## src/rtl/fetch_decode_stage.sv

```systemverilog
// Fetch stage with IF/ID pipeline register: owns the PC, drives the instruction
// memory address and latches the fetched word with its PC, PC+4 and decoded fields.
module fetch_decode_stage #(
   parameter int unsigned     XLEN      = 32,
   parameter logic [XLEN-1:0] RESET_PC  = '0,
   parameter logic [31:0]     NOP_INSTR = 32'h0000_0013
) (
   input  logic            clk_i,
   input  logic            rst_i,
   input  logic            stall_f_i,
   input  logic            stall_d_i,
   input  logic            flush_d_i,
   input  logic            pc_src_e_i,
   input  logic [XLEN-1:0] pc_target_e_i,
   output logic [XLEN-1:0] imem_addr_o,
   input  logic [31:0]     imem_rdata_i,
   output logic [XLEN-1:0] pc_f_o,
   output logic [31:0]     instr_d_o,
   output logic [XLEN-1:0] pc_d_o,
   output logic [XLEN-1:0] pc_plus4_d_o,
   output logic            valid_d_o,
   output logic [6:0]      opcode_d_o,
   output logic [2:0]      funct3_d_o,
   output logic [6:0]      funct7_d_o,
   output logic [4:0]      rs1_d_o,
   output logic [4:0]      rs2_d_o,
   output logic [4:0]      rd_d_o,
   output logic            misalign_d_o
);

   localparam logic [XLEN-1:0] PcStep = XLEN'(4);

   logic [XLEN-1:0] pc_f_q, pc_f_d;
   logic [XLEN-1:0] pc_plus4_f;
   logic [31:0]     ifid_instr_q, ifid_instr_d;
   logic [XLEN-1:0] ifid_pc_q, ifid_pc_d;
   logic [XLEN-1:0] ifid_pc4_q, ifid_pc4_d;
   logic            ifid_valid_q, ifid_valid_d;
   logic            ifid_misalign_q, ifid_misalign_d;

   assign pc_plus4_f = pc_f_q + PcStep;

   // Redirect wins over stall so a taken branch is never lost behind a hazard.
   always_comb begin
      pc_f_d = pc_f_q;
      if (pc_src_e_i) begin
         pc_f_d = pc_target_e_i;
      end else if (!stall_f_i) begin
         pc_f_d = pc_plus4_f;
      end
   end

   always_comb begin
      ifid_instr_d    = ifid_instr_q;
      ifid_pc_d       = ifid_pc_q;
      ifid_pc4_d      = ifid_pc4_q;
      ifid_valid_d    = ifid_valid_q;
      ifid_misalign_d = ifid_misalign_q;
      if (flush_d_i) begin
         ifid_instr_d    = NOP_INSTR;
         ifid_pc_d       = '0;
         ifid_pc4_d      = '0;
         ifid_valid_d    = 1'b0;
         ifid_misalign_d = 1'b0;
      end else if (!stall_d_i) begin
         ifid_instr_d    = imem_rdata_i;
         ifid_pc_d       = pc_f_q;
         ifid_pc4_d      = pc_plus4_f;
         ifid_valid_d    = 1'b1;
         ifid_misalign_d = |pc_f_q[1:0];
      end
   end

   always_ff @(posedge clk_i) begin
      if (rst_i) begin
         pc_f_q          <= RESET_PC;
         ifid_instr_q    <= NOP_INSTR;
         ifid_pc_q       <= '0;
         ifid_pc4_q      <= '0;
         ifid_valid_q    <= 1'b0;
         ifid_misalign_q <= 1'b0;
      end else begin
         pc_f_q          <= pc_f_d;
         ifid_instr_q    <= ifid_instr_d;
         ifid_pc_q       <= ifid_pc_d;
         ifid_pc4_q      <= ifid_pc4_d;
         ifid_valid_q    <= ifid_valid_d;
         ifid_misalign_q <= ifid_misalign_d;
      end
   end

   assign imem_addr_o  = pc_f_q;
   assign pc_f_o       = pc_f_q;
   assign instr_d_o    = ifid_instr_q;
   assign pc_d_o       = ifid_pc_q;
   assign pc_plus4_d_o = ifid_pc4_q;
   assign valid_d_o    = ifid_valid_q;
   assign misalign_d_o = ifid_misalign_q;

   assign opcode_d_o = ifid_instr_q[6:0];
   assign funct3_d_o = ifid_instr_q[14:12];
   assign funct7_d_o = ifid_instr_q[31:25];
   assign rs1_d_o    = ifid_instr_q[19:15];
   assign rs2_d_o    = ifid_instr_q[24:20];
   assign rd_d_o     = ifid_instr_q[11:7];

endmodule

```

## config.mk

```make
export PLATFORM = sky130hd
export DESIGN_NAME = fetch_decode_stage
export DESIGN_NICKNAME = d
export VERILOG_FILES = /design/src/rtl/fetch_decode_stage.sv
export SDC_FILE = /design/constraint.sdc
export NUM_CORES = 1
export LEC_CHECK = 0
export BUFFER_PORTS_ARGS = -buffer_cell sky130_fd_sc_hd__buf_2
export CORE_ASPECT_RATIO = 0.5
export CORE_MARGIN = 5
export CORE_UTILIZATION = 49
export CTS_CLUSTER_DIAMETER = 40
export DETAILED_ROUTE_END_ITERATION = 8
export PLACE_DENSITY = 0.82
export SYNTH_ARGS = -nofsm -noshare
export SYNTH_HDL_FRONTEND = slang
export SYNTH_SLANG_ARGS = --single-unit
```

## constraint.sdc

```tcl
create_clock -name clk_i -period 3.1 [get_ports clk_i]
set_input_delay 0.31 -clock clk_i [delete_from_list [all_inputs] [get_ports clk_i]]
set_output_delay 0.31 -clock clk_i [all_outputs]
set_load 0.02 [all_outputs]
```

# Word level (Yosys, flattened, before mapping)
# Index checks and enable logic that the tools add are counted.
# totals
register_bits	130
in_bits	70
out_inout_bits	194
word_cells	12
# op_classes
addsub	1
n_eq_ne	1
muxes	2
reduce_logical	2
# op_table
cell	n
$mux W32	2
$add A32 B3 Y32 const B	1
$reduce_or A2 Y1	2
$ne A2 B1 Y1 const B	1

# Longest topological paths before layout
# depth
depth_word	3
ltp_mapped	7
mapped_depth_nobuf	5

# Worst setup path after synthesis
# No wires, ideal clock.
# synth_timing
path_type	register to register
start	register pc_f_q[2], in the netlist imem_addr_o[2]
end	register pc_f_q[22], in the netlist imem_addr_o[22]
setup_ns	0.091
t_arrival_ns	2.180
t_required_ns	3.009
slack_ns	0.829
stages_incl_launch_ff	6
path_buffers	0
period_less_slack_ns	2.271
cell_sequence	dfxtp_1 -> ha_1 -> nand4_1 -> or4_1 -> or4_1 -> a311oi_1
# synth_between
elab_chain_len	3
# synth_rtl
item	line	source
start, declared	33	logic [XLEN-1:0] pc_f_q, pc_f_d;
start signal, assigned	83	pc_f_q <= pc_f_d;
$add A32 B3 Y32	41	assign pc_plus4_f = pc_f_q + PcStep;
$mux W32	48	end else if (!stall_f_i) begin
$mux W32	46	if (pc_src_e_i) begin
# No other way between the ends. The select of a mux whose other input is x is not followed.
# A chain may end at the register's enable or synchronous reset.

# Worst setup path after layout
# Same ends and word-level chain as after synthesis.

==> flow_summary_export.csv <==
group,metric,value,unit
synthesis,muxShareOfSynthArea,10.5,%
clocking,clk_pin_slew,0.07,ns
layout,area_delta_synth_final,24.1,%
setup_path,reg2reg_to,"imem_addr_o[22]",
setup_path,cp_max_fo,9,
setup_path,cp.arrival,2.91,ns
setup_path,slowest_stage,"or4_1",
floorplan,start_util,49.9,%
sta,holdWs,0.120,ns
synthesis,synth_compound_area_share,12.9,%
sta,skew,0.00928,ns
setup_path,path_buf_inv,0,
clocking,cts_tree,"built",
outcome,outcome,"finished, final reports clean",
place,place_hpwl,14.2,mm
layout,antenna_cells,0,
detailed_routing,drtPass1Iterations,6,
synthesis,synth-simple-area-share,19.7,%
layout,stdcell_area,7800,um2
setup_path,crit_type,"flop to flop",
synthesis,synthAdderAreaFrac,0.199,%
sta,rsz0062_at_grt,"no",
grt,grt_pass1_wl,31.4,mm
detailed_routing,viasPerCell,5.67,
place,dpl_cell_area,7140,um2
clocking,clock_tree.buffer_depth,2,
place,gp_congestion,0.875,
hold_path,hold_path_class,"input pin to flop",
synthesis,yosysSeqAreaShare,40.8,%
synthesis,syn_inst,722,
grt,track_usage,25.0,%
detailed_routing,wl_met2,9.52,mm
setup_path,crit_family,"simple AND/OR/NAND/NOR gates",
detailed_routing,drt-met1-wl,8.22,mm
synthesis,synth_top_family_by_area,"simple AND/OR/NAND/NOR gates",
grt,gr-total-overflow,0,
synthesis,ys_ff_latch,128,
setup_path,timing.rr.start,"imem_addr_o[2]",
clocking,ctsHoldBuffers,0,
hold_path,holdPathEnd,"instr_d_o[1]",
layout,finish.utilization,61.9,%
synthesis,synthFlopType,"dfxtp_1",
sta,post-route-period-util,83.8,%
clocking,clockRootBuffer,"clkbuf_16",
floorplan,core_area,12600,um2
detailed_routing,top_layer,"met4",
sta,fin_setup_tns,0,ns
setup_path,rr_worst_depth,5,
setup_path,r2r_slack,0.50,ns
layout,nNetsFinal,955,
sta,worst_pin_slew,0.862,ns
flow_run,cap_violations,0,
floorplan,die_area,15300,um2
clocking,post_cts_buffers,0,
synthesis,synthXorXnorAreaFrac,3.07,%
sta,fmax,385,MHz
setup_path,slowest_delay,0.70,ns
sta,fin_crit,2.60,ns
clocking,cts-buffers-inserted,17,
hold_path,hold_start,"imem_rdata_i[1]",
sta,setup_viol,0,
detailed_routing,vias,6047,
setup_path,cpMostUsedCell,"or4_1",
place,io_buffers,263,
synthesis,synth_edf_count,0,
synthesis,syn-num-nets,793,
synthesis,synthDistinctLibCells,48,
clocking,cts_max_level,4,
sta,slew_violations,0,
detailed_routing,routed-wl-met3,1.82,mm
hold_path,min_path_cells,3,
clocking,cts_sinks,128,
floorplan,chipWidth,170,um
synthesis,avgSynthCellArea,8.70,um2
clocking,post_cts_resize_count,0,
setup_path,endpoint_kind,"flop",
power,p_leak,3.57,nW
synthesis,yosys_warnings,0,
synthesis,ys_async_sr_fraction,0,%
detailed_routing,drc,0,
detailed_routing,drtIter0Drc,642,
layout,drive_gt1_share,35.1,%
floorplan,rows,29,
power,irDropWorstVdd,0.000327,V
setup_path,path_cells,"ha_1 -> nand4_1 -> or4_1 -> or4_1 -> a311oi_1",
grt,antenna_found_initial,0,
floorplan,io_pins,264,
detailed_routing,drt_wl_total,19.9,mm
grt,grt_pass1_vias,5735,
sta,slew_headroom,42.5,%
sta,finalHoldViolations,0,
detailed_routing,drt-wirelength-per-cell,18.7,um
floorplan,fp.dieH,90.1,um
grt,grt_max_degree,47,
setup_path,worst_setup_path_start_kind,"flop",
synthesis,syn-cell-area,6280,um2
power,p_per_area,594,nW/um2
setup_path,cp.required,3.41,ns
clocking,clk_latency,0.42,ns
detailed_routing,postRouteAntennaNets,0,
## synth_stat cells (all sizes together) (2+ instances only)
library cell	instances	area, um2
dfxtp	128	2560
nor2	110	413
buf	87	606
mux2i	66	661
clkbuf	44	166
o21ai	29	145
nand2	26	97.6
or4	20	150
xnor2	18	158
a21oi	17	85.1
a311oi	16	140
a31oi	15	93.8
a211oi	14	105
nand4	14	87.6
o31ai	14	105
nand3	12	70.1
nor3	11	55.1
inv	9	33.8
nor4	8	50.1
or3	8	50.1
and3	6	38.8
and4	6	53.8
a2111oi	5	43.8
nand2b	5	31.3
nor2b	5	31.3
xor2	4	35.0
and2	3	18.8
or2	3	18.8
nand4b	2	17.5
o211ai	2	15.0
o311ai	2	17.5
o41a	2	22.5
o41ai	2	17.5
or4b	2	20.0
## cell usage in the layout, fill, tap and decap left out, drive strengths merged, types with 8 or more instances in the layout
cell | netlist | routed
a211oi | 14 | 14
a21oi | 17 | 17
a311oi | 16 | 16
a31oi | 15 | 15
buf | 87 | 274
clkbuf | 44 | 19
dfxtp | 128 | 128
inv | 9 | 11
mux2i | 66 | 66
nand2 | 26 | 26
nand3 | 12 | 12
nand4 | 14 | 14
nor2 | 110 | 110
nor3 | 11 | 11
nor4 | 8 | 8
o21ai | 29 | 29
o31ai | 14 | 14
or3 | 8 | 8
or4 | 20 | 20
xnor2 | 18 | 18
## where the power goes
part | leakage, nW | internal (mW) | switching (mW)
sequential | 1.05 | 1.71 | 0.103
combinational | 2.21 | 0.210 | 0.357
clock | 0.320 | 1.47 | 0.776
total | 3.57 | 3.40 | 1.24
## registers in the layout, summed over array words and instances, names as in the netlist
signal,flops
pc_plus4_d_o,30
misalign_d_o,1
pc_d_o,32
imem_addr_o,32
instr_d_o,32
valid_d_o,1
## how the worst max path moves through the flow
stage,to,startpoint,cells after the start
2_1_floorplan,imem_addr_o[22],imem_addr_o[2],5
6_report,imem_addr_o[22],imem_addr_o[2],5
3_5_place_dp,imem_addr_o[22],imem_addr_o[2],5
5_1_grt,imem_addr_o[22],imem_addr_o[2],5
3_3_place_gp,imem_addr_o[22],imem_addr_o[2],5
4_1_cts,imem_addr_o[22],imem_addr_o[2],5
## worst min-delay path, delay by kind of cell
kind / cells / cell delay (ns)
AND/OR/NAND/NOR: 1 / 0.06
buffers and inverters: 1 / 0.08
multiplexers: 1 / 0.06
## layer usage
layer  global-route usage, %  vias to the layer above
met5                       0                        -
met4                    7.44                        0
met3                    6.31                       40
met2                    41.6                      318
met1                    32.1                     2861
li1                        -                     2828
## final cells by class
| class | instances | area, um2 |
|---|---|---|
| Multi-Input combinational cell | 454 | 2910 |
| Clock buffer | 19 | 453 |
| Timing Repair Buffer | 274 | 1410 |
| Clock inverter | 13 | 206 |
| Sequential cell | 128 | 2560 |
| Inverter | 9 | 33.8 |
| Fill cell | 1049 | 4790 |
| Tap cell | 170 | 213 |
## logic make-up (layout without fill, tap and decap cells)
| family | after synthesis | after routing |
|---|---|---|
| xor+xnor | 22 | 22 |
| buf+inv | 140 | 315 |
| simple gates | 245 | 245 |
| mux | 66 | 66 |
| compound gates | 120 | 120 |
| fa+ha+maj | 1 | 1 |
| flops | 128 | 128 |
## per-stage QoR
step / std cells / worst slack [ns] / total power, mW
6_report: 1067 / 0.504 / 4.63
5_1_grt: 1067 / 0.378 / 4.79
4_1_cts: 1067 / 0.537 / 4.64
3_5_place_dp: 1035 / 0.544 / 2.41
3_3_place_gp: 1035 / 0.630 / 2.40
2_1_floorplan: 722 / 0.829 / 2.24
Note: power is estimated with default switching activity, not from simulation.
